===== src/rtl/serial_adder.sv =====
// Bit-serial add/subtract unit: one full-adder slice plus a carry flop processes
// WIDTH-bit operands LSB first, trading WIDTH+1 cycles of latency for area.
module serial_adder #(
  parameter int WIDTH = 8
) (
  input  logic             clk,
  input  logic             rst,
  input  logic             start,
  input  logic             sub,
  input  logic [WIDTH-1:0] a,
  input  logic [WIDTH-1:0] b,
  output logic             busy,
  output logic             done,
  output logic [WIDTH-1:0] sum,
  output logic             cout,
  output logic             ovf,
  output logic [1:0]       state_dbg
);

  // Handshake: start is accepted only at an IDLE edge, capturing a, b and sub;
  // busy covers the WIDTH RUN cycles, and done pulses for one cycle once
  // sum/cout/ovf have been updated. start is ignored while busy or done.

  localparam int CW = $clog2(WIDTH);
  localparam logic [CW-1:0] LAST = CW'(WIDTH - 1);

  typedef enum logic [1:0] {
    IDLE = 2'd0,
    RUN  = 2'd1,
    DONE = 2'd2
  } state_t;

  state_t state, next_state;

  logic [WIDTH-1:0] op_a, op_b;
  logic [WIDTH-2:0] res;
  logic [WIDTH-1:0] res_next;
  logic             carry;
  logic [CW-1:0]    count;
  logic             bit_s, bit_c;

  always_ff @(posedge clk) begin
    if (rst) state <= IDLE;
    else     state <= next_state;
  end

  always_comb begin
    next_state = state;
    case (state)
      IDLE:    if (start) next_state = RUN;
      RUN:     if (count == LAST) next_state = DONE;
      DONE:    next_state = IDLE;
      default: next_state = IDLE;
    endcase
  end

  assign busy      = (state == RUN);
  assign done      = (state == DONE);
  assign state_dbg = state;

  assign bit_s    = op_a[0] ^ op_b[0] ^ carry;
  assign bit_c    = (op_a[0] & op_b[0]) | (op_a[0] & carry) | (op_b[0] & carry);
  // Result bits collected so far, with the current bit entering at the top.
  assign res_next = {bit_s, res};

  always_ff @(posedge clk) begin
    if (rst) begin
      op_a  <= '0;
      op_b  <= '0;
      res   <= '0;
      carry <= 1'b0;
      count <= '0;
      sum   <= '0;
      cout  <= 1'b0;
      ovf   <= 1'b0;
    end else begin
      case (state)
        IDLE: begin
          if (start) begin
            op_a  <= a;
            op_b  <= sub ? ~b : b;
            carry <= sub;
            count <= '0;
          end
        end
        RUN: begin
          op_a  <= op_a >> 1;
          op_b  <= op_b >> 1;
          res   <= res_next[WIDTH-1:1];
          carry <= bit_c;
          count <= count + 1'b1;
          if (count == LAST) begin
            // carry still holds the carry into the MSB here; bit_c is the carry out.
            sum  <= res_next;
            cout <= bit_c;
            ovf  <= carry ^ bit_c;
          end
        end
        default: ;
      endcase
    end
  end

endmodule

===== config.mk =====
export PLATFORM = sky130hd
export DESIGN_NAME = serial_adder
export DESIGN_NICKNAME = d
export VERILOG_FILES = /design/src/rtl/serial_adder.sv
export SDC_FILE = /design/constraint.sdc
export NUM_CORES = 1
export LEC_CHECK = 0
export ABC_AREA = 1
export BUFFER_PORTS_ARGS = -buffer_cell sky130_fd_sc_hd__buf_2
export CORE_MARGIN = 1.5
export CORE_UTILIZATION = 35
export CTS_CLUSTER_DIAMETER = 40
export DETAILED_ROUTE_END_ITERATION = 8
export PLACE_DENSITY = 0.59
export SLEW_MARGIN = 10
export SYNTH_ARGS = -nofsm -noshare
export SYNTH_HDL_FRONTEND = slang
export SYNTH_SLANG_ARGS = --single-unit

===== constraint.sdc =====
create_clock -name clk -period 1.26 [get_ports clk]
set_input_delay 0.063 -clock clk [delete_from_list [all_inputs] [get_ports clk]]
set_output_delay 0.063 -clock clk [all_outputs]
set_load 0.1 [all_outputs]

## After elaboration in Yosys (flattened, before gate mapping)

Cells that the tools add are included.
Widths: inputs -> output; s select.

| operators by class | value |
|---|---|
| multiply operators | 0 |
| magnitude comparators | 0 |
| shift operators | 0 |
| multiplexer cells | 12 |
| div/mod/pow operators | 0 |
| reduce and logical (&&, ||, !) cells | 5 |
| add/sub/neg operators | 1 |
| bitwise logic cells | 9 |
| eq/ne operators | 5 |

Operators by type and width:

| operator | count |
|---|---|
| $pmux 8 s2 | 2 |
| $mux 8 | 3 |
| $not 8->8 | 1 |
| $pmux 3 s2 | 1 |
| $reduce_and 2->1 | 3 |
| $mux 2 | 2 |
| $pmux 2 s2 | 1 |
| $add 3x1->3 const B | 1 |
| $and 1x1->1 | 3 |
| $eq 3x3->1 const B | 1 |
| $mux 3 | 1 |
| $xor 1x1->1 | 3 |
| $eq 2x1->1 const B | 1 |
| $eq 2x2->1 const B | 1 |
| $logic_not 2->1 | 1 |
| $ne 2x1->1 const B | 1 |
| $ne 2x2->1 const B | 1 |
| $or 1x1->1 | 2 |
| $pmux 1 s2 | 1 |
| $reduce_bool 2->1 | 1 |
| $mux 1 | 1 |

| storage, ports and cells | value |
|---|---|
| output and inout port bits | 14 |
| register bits | 39 |
| bits in writable memories | 0 |
| logic and storage cells | 41 |
| memories | 0 |
| memory bits (read-only) | 0 |
| input bits | 20 |
| latch bits | 0 |

## Logic depth before layout (Yosys ltp)

Gate-level depths: netlist of the first run.

| logic depth | value |
|---|---|
| word-level depth | 4 |
| mapped depth | 8 |
| depth with buffers taken out | 7 |

## Worst setup path after synthesis of the first run

Ideal clock, no wire load.

| timing | value |
|---|---|
| path kind | register to output |
| start point | register state[1], in the netlist state_dbg[1] |
| end point | output done |
| setup slack | -1.294 ns |
| required time | 1.197 ns |
| path buffers | 0 |
| data arrival time | 2.491 ns |
| stages on the path, launching flop included | 3 |
| path through | dfxtp_1 -> inv_2 -> nor2_1 |

| on the way | value |
|---|---|
| word-level cells in the longest chain between the ends | 1 |

RTL lines:

| item | RTL line | source |
|---|---|---|
| from (decl) | 33 | `state_t state, next_state;` |
| from (signal assigned) | 44 | `else state <= next_state;` |
| $eq 2x2->1 | 58 | `assign done = (state == DONE);` |
| to (decl) | 13 | `output logic done,` |

No other way between the ends.

## Worst setup path in the final report of the first run

| timing | value |
|---|---|
| start point | register state[0], in the netlist state_dbg[0] |
| end point | output state_dbg[0] |

RTL lines:

| item | RTL line | source |
|---|---|---|
| to (decl) | 17 | `output logic [1:0] state_dbg` |

No word-level cell between the ends.

==> results of run 1 <==
[synthesized netlist by cell type (2+ instances only)]
| cell | number |
|---|---|
| a21oi_1 | 18 |
| dfxtp_1 | 39 |
| nand2_1 | 59 |
| nand3_2 | 6 |
| buf_2 | 4 |
| nor2_1 | 33 |
| inv_1 | 27 |
| o21ai_0 | 17 |
| nand3_1 | 25 |
| buf_4 | 2 |
| buf_6 | 3 |
| ha_1 | 2 |
| nand2_2 | 2 |
| clkbuf_1 | 2 |
[layout make-up]
class	count	area share [%]
sequential	39	33.8
clock buffer	5	2.89
inverter	28	4.84
timing repair buffer	54	16.4
tap	70	3.68
multi-input combinational	171	37.6
clock inverter	3	0.841
[per-layer routing]
metal  up-vias  GRT usage, %  wire length, um
met5         -             0                0
met4         0          4.85               35
met3         4          3.61              141
met2        26          25.4             1910
met1       739          19.4             1950
li1        885             -                -
[stage by stage]
step	total power [uW]	setup WS, ns	instances	util [%]	TNS, ns
2_1_floorplan	1620	0.00458	250	-	0
3_3_place_gp	1730	-0.0111	355	42.9	-0.0524
3_5_place_dp	1730	-0.0523	355	42.9	-0.344
4_1_cts	2590	-0.00383	366	45.5	-0.00414
5_1_grt	2710	-0.0563	370	47.2	-0.294
6_report	2580	0.0182	370	47.2	0
[power groups by stage]
| stage | sequential (uW) | clock (uW) | combinational, uW |
|---|---|---|---|
| after floorplan | 1360 | 0 | 257 |
| final | 1330 | 838 | 409 |
| after global placement | 1350 | 0 | 376 |
| after global routing | 1340 | 909 | 461 |
| after detailed placement | 1350 | 0 | 379 |
| after CTS | 1330 | 872 | 397 |
[what timing repair did]
action                     4_1_cts  5_1_grt
gates resized for setup         15       17
buffers inserted                 3        3
gates cloned                     0        1
pin swaps                        1        2
setup endpoints to repair       11       23
[kinds of logic after synthesis]
group           count (synthesis)
buf+inv                        40
flops                          39
compound gates                 37
simple gates                  129
xor+xnor                        2
fa+ha+maj                       3
[registers in the layout, indices dropped and copies added, names as in the netlist]
signal	cells
op_a	8
op_b	8
sum	8
res	7
count	3
state_dbg	2
carry	1
cout	1
ovf	1
[how the worst max path moves through the flow]
stage	start	to	slack [ns]	depth (start not counted)
after floorplan	count[0]	cout	0.005	7
after global placement	count[0]	sum[0]	-0.01	7
after detailed placement	count[0]	sum[0]	-0.05	7
after CTS	count[0]	sum[0]	-0.004	7
after global routing	count[0]	cout	-0.06	7
final	state_dbg[0]	state_dbg[0]	0.02	1
==> summary.txt, run 1 <==
Run status
  • Outcome: finished, final reports clean

Clock network
  • CTS tree: yes
  • Clock sinks: 39
  • Clk Latency, worst-skew pair: 0.29 ns
  • Root buffer cell: clkbuf_8
  • Clk buf depth: 2
  • CTS buffer count: 5
  • CTS Hold Buffers Added: 0
  • H-tree depth: 2
  • Clock input transition at the sequential cells of the worst setup and hold paths: 0.08 ns

Critical path
  • RR Startpoint: count[0]
  • Worst-path cell chain: buf_2
  • Crit Path Max Fanout: 6
  • CP endpoint kind: primary output
  • CP top delay family: buffers and inverters
  • CP startpoint kind: register
  • Buf/Inv on CP: 1
  • R2R Path End: sum[5]
  • Setup CP Type: reg2out
  • Slowest stage delay, CP: 0.45 ns
  • Register-to-Register Path Depth: 7
  • R2R setup slack: 0.04 ns
  • Slowest CP cell: buf_2
  • Req. time, crit path: 1.20 ns
  • WP data arrival: 1.18 ns

Die
  • Die Area: 5620 um2
  • Ports: 34
  • Die Span X: 74.9 um
  • Chip height: 74.9 um
  • Core area: 5040 um2
  • Initial core utilization: 35.9%
  • Row cnt: 26

STA
  • Worst Tran Pin Value: 0.485 ns
  • Final min period: 1.24 ns
  • RSZ-0062 raised after global routing: yes
  • Setup violators final: 0
  • Tcrit/Tclk final: 98.6%
  • Worst rel slew slack: 67.9%
  • Endpoints failing hold: 0
  • Final Hold Slack: 0.0165 ns
  • Final Max Slew Viols: 0
  • Max Freq: 805 MHz
  • Final Skew: 0.00277 ns

GRT
  • Largest net degree at the start of global routing: 27
  • Antenna violations before repair: 0
  • First-pass GRT wire length: 6.46 mm
  • Total gr overflow: 0
  • Overall global routing resource usage: 15.2%
  • Vias in the first global route: 1437

Pwr
  • Switching part of the total power: 28.4%
  • Power Density: 1080 nW/um2
  • Logic pwr share: 15.9%
  • Flop pwr share: 51.6%
  • NetSw: 730 uW
  • Leakage power: 0.00115 uW
  • Int Pwr: 1850 uW
  • Clock share of power: 32.5%
  • VDD IR max: 0.691 mV

Yosys
  • Largest area contributor in the netlist: dfxtp_1
  • Sequential element share of the synthesized area: 43.1%
  • Cell Area, Synth: 1810 um2
  • Avg Inst Size Synth: 7.25 um2
  • Dominant cells by area after synthesis: dfxtp_1, nand2_1, nand3_1
  • Mapped Cells: 250
  • Async set-reset flop share out of synthesis: 0%
  • Seq cells post-synth: 39
  • Post-synthesis simple-gate area fraction: 31.9%
  • Synth Area in XOR/XNOR: 0.967%
  • Mapped Nets: 273
  • Main combinational cell family by area after synthesis: simple AND/OR/NAND/NOR gates
  • Top_reg_cell synth: dfxtp_1
  • Top cell type's share of synthesized area: 43.1%
  • Post-synthesis adder-cell area fraction: 2.49%
  • Synth Area in Compound Gates: 10.4%
  • Netlist cell types: 25
  • EDFF count, synth: 0
  • Multiplexer share of the synthesized area: 0%
  • Yosys warns: 0

Final layout
  • Commonest non-fill, non-tap cell in the layout: nand2_1
  • P&R area growth vs syn: 31.4%
  • Antenna Cells: 0
  • NumNets Final: 322
  • Layout cell share with drive strength beyond 1: 33.3%
  • Fillers: 520
  • Multi-input gate area: 896 um2
  • Most frequent cells in the layout: nand2_1, buf_2, nor2_1
  • Final instance area: 2380 um2
  • Register area: 803 um2

Placed design
  • Area after DPL: 2160 um2
  • Placer Congestion: 0.724
  • Port bufs: 33
  • DP Wirelength: 2.74 mm

Min path
  • Hold crit path type: in2reg
  • Hold EP: op_a[7]
  • Hold path cells: 3
  • Worst Hold Launch: a[7]

Drt
  • Routed WL per cell: 10.9 um
  • Drt initial violations: 95
  • Routed Antenna Nets: 0
  • Residual DRC: 0
  • Final WL: 4.03 mm
  • DR vias/cell: 4.47
  • First-pass DRT Iterations: 4
  • DR vias: 1654

Job
  • Maxcap violations: 0
Power figures use the tool's default switching activity.
==> run 2, diff against run 1 <==
HOLD_SLACK_MARGIN = 0.06   (was unset)
==> summary.txt, run 2 (synthesized netlist as in run 1, its figures left out) <==
Run status
  • Outcome: finished, final reports clean

Critical path
  • Buf/Inv on CP: 1
  • CP endpoint kind: primary output
  • WP data arrival: 1.18 ns
  • Crit Path Max Fanout: 6
  • Slowest CP cell: buf_2
  • CP startpoint kind: register
  • R2R setup slack: 0.04 ns
  • Req. time, crit path: 1.20 ns
  • CP top delay family: buffers and inverters
  • Setup CP Type: reg2out
  • Worst-path cell chain: buf_2
  • Slowest stage delay, CP: 0.45 ns

Final layout
  • Commonest non-fill, non-tap cell in the layout: nand2_1
  • Fillers: 517
  • P&R area growth vs syn: 32.5%
  • Antenna Cells: 0
  • Biggest regs: op_a: 8 flops, op_b: 8 flops, sum: 8 flops
  • Layout cell share with drive strength beyond 1: 33.1%
  • NumNets Final: 324
  • Utilization after layout: 47.6%
  • Most frequent cells in the layout: nand2_1, buf_2, nor2_1
  • Final Non-Filler Cells: 372

Clock network
  • Clock input transition at the sequential cells of the worst setup and hold paths: 0.08 ns
  • H-tree depth: 2
  • CTS tree: yes
  • Root buffer cell: clkbuf_8
  • CTS buffer count: 5
  • Clock sinks: 39
  • Clk Latency, worst-skew pair: 0.29 ns
  • Clk buf depth: 2

Drt
  • Final WL: 4.02 mm
  • DR vias: 1663
  • Routed Antenna Nets: 0
  • First-pass DRT Iterations: 4
  • Drt initial violations: 81
  • Residual DRC: 0
  • Routed WL per cell: 10.8 um
  • DR vias/cell: 4.47

STA
  • Worst rel slew slack: 67.9%
  • Final Max Slew Viols: 0
  • Max Freq: 805 MHz
  • Final Skew: 0.00306 ns
  • Worst Tran Pin Value: 0.485 ns
  • Final min period: 1.24 ns
  • Setup_tns: 0 ns
  • Endpoints failing hold: 0
  • Tcrit/Tclk final: 98.6%
  • Setup violators final: 0
  • RSZ-0062 raised after global routing: yes
  • Final Hold Slack: 0.0944 ns

Die
  • Chip height: 74.9 um
  • Die Span X: 74.9 um
  • Core area: 5040 um2
  • Initial core utilization: 35.9%
  • Row cnt: 26
  • Ports: 34
  • Die Area: 5620 um2

Pwr
  • VDD IR max: 0.694 mV
  • Leakage power: 0.00116 uW
  • Total chip power: 2580 uW
  • Power Density: 1080 nW/um2

GRT
  • Total gr overflow: 0
  • First-pass GRT wire length: 6.49 mm
  • Overall global routing resource usage: 15.3%
  • Vias in the first global route: 1444
  • Largest net degree at the start of global routing: 27
  • Antenna violations before repair: 0

Placed design
  • Port bufs: 33
  • Placer Congestion: 0.724
  • Dpl cells: 355
  • DP Wirelength: 2.74 mm

Job
  • Maxcap violations: 0

Min path
  • Hold crit path type: in2reg
run 2: report_power, final:
group          total (uW)  internal, uW  switching (uW)
sequential           1330          1290            42.2
combinational         413           177             236
clock                 839           385             454
run 2: path summary, 6_finish.rpt:
check | startpoint | depth (start not counted) | end
setup reg to reg | count[0] | 7 | sum[5]
hold reg to reg | res[2] | 2 | sum[2]
setup / recovery | state_dbg[0] | 1 | state_dbg[0]
hold / removal | a[2] | 5 | op_a[2]
run 2: what timing repair did:
action / 4_1_cts / 5_1_grt
endpoints found under the setup margin: 11 / 23
gates cloned: 0 / 1
hold buffers: 2 / 0
endpoints found under the hold margin: 2 / 0
buffers inserted: 3 / 3
resized for setup: 15 / 17
pin swaps: 1 / 2
run 2: layer usage:
layer / GRT usage, % / vias to the layer above / part of all wire (%)
li1: - / 888 / -
met4: 4.85 / 0 / 0.87
met5: 0 / - / 0
met1: 19.5 / 744 / 48
met3: 3.61 / 4 / 3.7
met2: 25.5 / 27 / 47
run 2: through the flow:
step | cell area [um2] | setup WS [ns]
6_report | 2400 | 0.0177
2_1_floorplan | 1860 | 0.00458
3_5_place_dp | 2160 | -0.0523
5_1_grt | 2400 | -0.0563
3_3_place_gp | 2160 | -0.0111
4_1_cts | 2310 | -0.00383
run 2: area by class of cell:
| class | count | area [um2] | area share [%] |
|---|---|---|---|
| well taps | 70 | 87.6 | 3.65 |
| clock buffers | 5 | 68.8 | 2.87 |
| repair buffers | 56 | 409 | 17.0 |
| clock inverters | 3 | 20.0 | 0.834 |
| flip-flops and latches | 39 | 803 | 33.5 |
| inverters | 28 | 115 | 4.80 |
| multi-input cells | 171 | 896 | 37.3 |
==> run 3, diff against run 2 <==
PLACE_DENSITY = 0.57   (was 0.59)
clock period = 1.6 ns   (was 1.26 ns; I/O delays follow)
==> summary.txt, run 3 (synthesized netlist as in run 1, its figures left out) <==
Critical path
  • CP top delay family: buffers and inverters
  • Req. time, crit path: 1.52 ns
  • Worst-path cell chain: inv_2 -> nand2_2 -> inv_1 -> buf_12 -> buf_12
  • WP data arrival: 1.44 ns
  • Buf/Inv on CP: 4
  • Slowest CP cell: dfxtp_4
  • CP dominant cell by count: buf_12
  • Crit Path Max Fanout: 25
  • CP endpoint kind: primary output
  • Slowest stage delay, CP: 0.37 ns
  • CP startpoint kind: register
  • Setup CP Type: reg2out

Final layout
  • Most frequent cells in the layout: nand2_1, dfxtp_1, nor2_1, buf_2, inv_1
  • Biggest regs: op_a: 8 flops, op_b: 8 flops, sum: 8 flops
  • Utilization after layout: 42.6%
  • NumNets Final: 307
  • P&R area growth vs syn: 18.6%
  • Commonest non-fill, non-tap cell in the layout: nand2_1
  • Antenna Cells: 0
  • Layout cell share with drive strength beyond 1: 21.1%

Drt
  • First-pass DRT Iterations: 4
  • Drt initial violations: 51
  • DR vias: 1618
  • DR vias/cell: 4.56
  • Residual DRC: 0
  • Routed WL per cell: 10.5 um
  • Final WL: 3.74 mm
  • Routed Antenna Nets: 0

GRT
  • Vias in the first global route: 1426
  • Overall global routing resource usage: 14.5%
  • Total gr overflow: 0
  • Largest net degree at the start of global routing: 27
  • Antenna violations before repair: 0
  • First-pass GRT wire length: 6.29 mm

Clock network
  • Post-CTS Resized: 0
  • H-tree depth: 2
  • CTS tree: yes
  • CTS buffer count: 5
  • Clk Latency, worst-skew pair: 0.28 ns
  • Clock sinks: 39
  • Clk buf depth: 2
  • Clock input transition at the sequential cells of the worst setup and hold paths: 0.08 ns
  • Root buffer cell: clkbuf_8

Placed design
  • Place WS: 0.125 ns
  • DP Wirelength: 2.60 mm
  • Placer Congestion: 0.742
  • Port bufs: 33

Pwr
  • Flop pwr share: 53.6%
  • Int Pwr: 1420 uW
  • NetSw: 526 uW
  • Power Density: 906 nW/um2
  • Logic pwr share: 13.9%
  • Switching part of the total power: 27.0%
  • Leakage power: 0.00107 uW
  • Clock share of power: 32.5%
  • VDD IR max: 0.381 mV

Run status
  • Outcome: finished, final reports clean

Die
  • Die Area: 5620 um2
  • Ports: 34
  • Die Span X: 74.9 um
  • Core area: 5040 um2
  • Initial core utilization: 35.9%
  • Chip height: 74.9 um
  • Row cnt: 26

Job
  • Maxcap violations: 0

STA
  • Worst Tran Pin Value: 0.695 ns
  • Max Freq: 657 MHz
  • Setup_tns: 0 ns
  • Final Hold Slack: 0.0739 ns
  • Final min period: 1.52 ns
  • Tcrit/Tclk final: 95.1%
  • Setup violators final: 0
  • Final Worst Setup Slack: 0.0786 ns
  • Final Max Slew Viols: 0
  • Worst rel slew slack: 53.6%
  • Final Skew: 0.0116 ns
  • Endpoints failing hold: 0
  • RSZ-0062 raised after global routing: no

Min path
  • Hold crit path type: in2reg
## run 3: layer usage
metal  vias up  share of wire (%)  global-route usage (%)
met5         -                  0                       0
met2        36                 47                    24.7
met1       727                 48                    19.0
met3         2                4.0                    2.54
met4         0               0.43                    3.64
li1        853                  -                       -
## run 3: path summary, 6_finish.rpt
kind	cells after the start	slack, ns	start	endpoint
worst max-delay path	5	0.08	state_dbg[1]	busy
worst min-delay path	4	0.07	b[7]	op_b[7]
worst max register to register	8	0.21	count[0]	sum[6]
worst min register to register	2	0.47	res[2]	sum[2]
## run 3: layout make-up
cell class | count | area, um2
flip-flops and latches | 39 | 786
well taps | 70 | 87.6
inverters | 28 | 105
repair buffers | 39 | 253
clock buffers | 7 | 76.3
fillers | 532 | 2890
multi-input cells | 171 | 837
clock inverters | 1 | 5.00
## run 3: tightest hold or removal path: stages
cell and delay, ns:
buf_2 0.08, xor2_1 0.05, nand2_1 0.05, a21oi_1 0.05
## run 3: power by group through the flow
stage	logic, uW	clock network (uW)	registers (uW)
6_report	270	633	1040
4_1_cts	276	659	1040
3_3_place_gp	271	0	1070
3_5_place_dp	273	0	1070
5_1_grt	310	688	1050
2_1_floorplan	194	0	1070
## run 3: per-stage QoR
step	std cells	cell area, um2	power [uW]
after floorplan	250	1820	1270
after CTS	354	2130	1980
after global routing	355	2150	2050
final	355	2150	1950
after detailed placement	345	2040	1340
after global placement	345	2040	1340
## run 3: what timing repair did
item / in CTS / in global routing
setup buffers: 0 / 1
hold endpoints to repair: 1 / 0
hold buffers: 1 / 0
setup endpoints to repair: 0 / 2
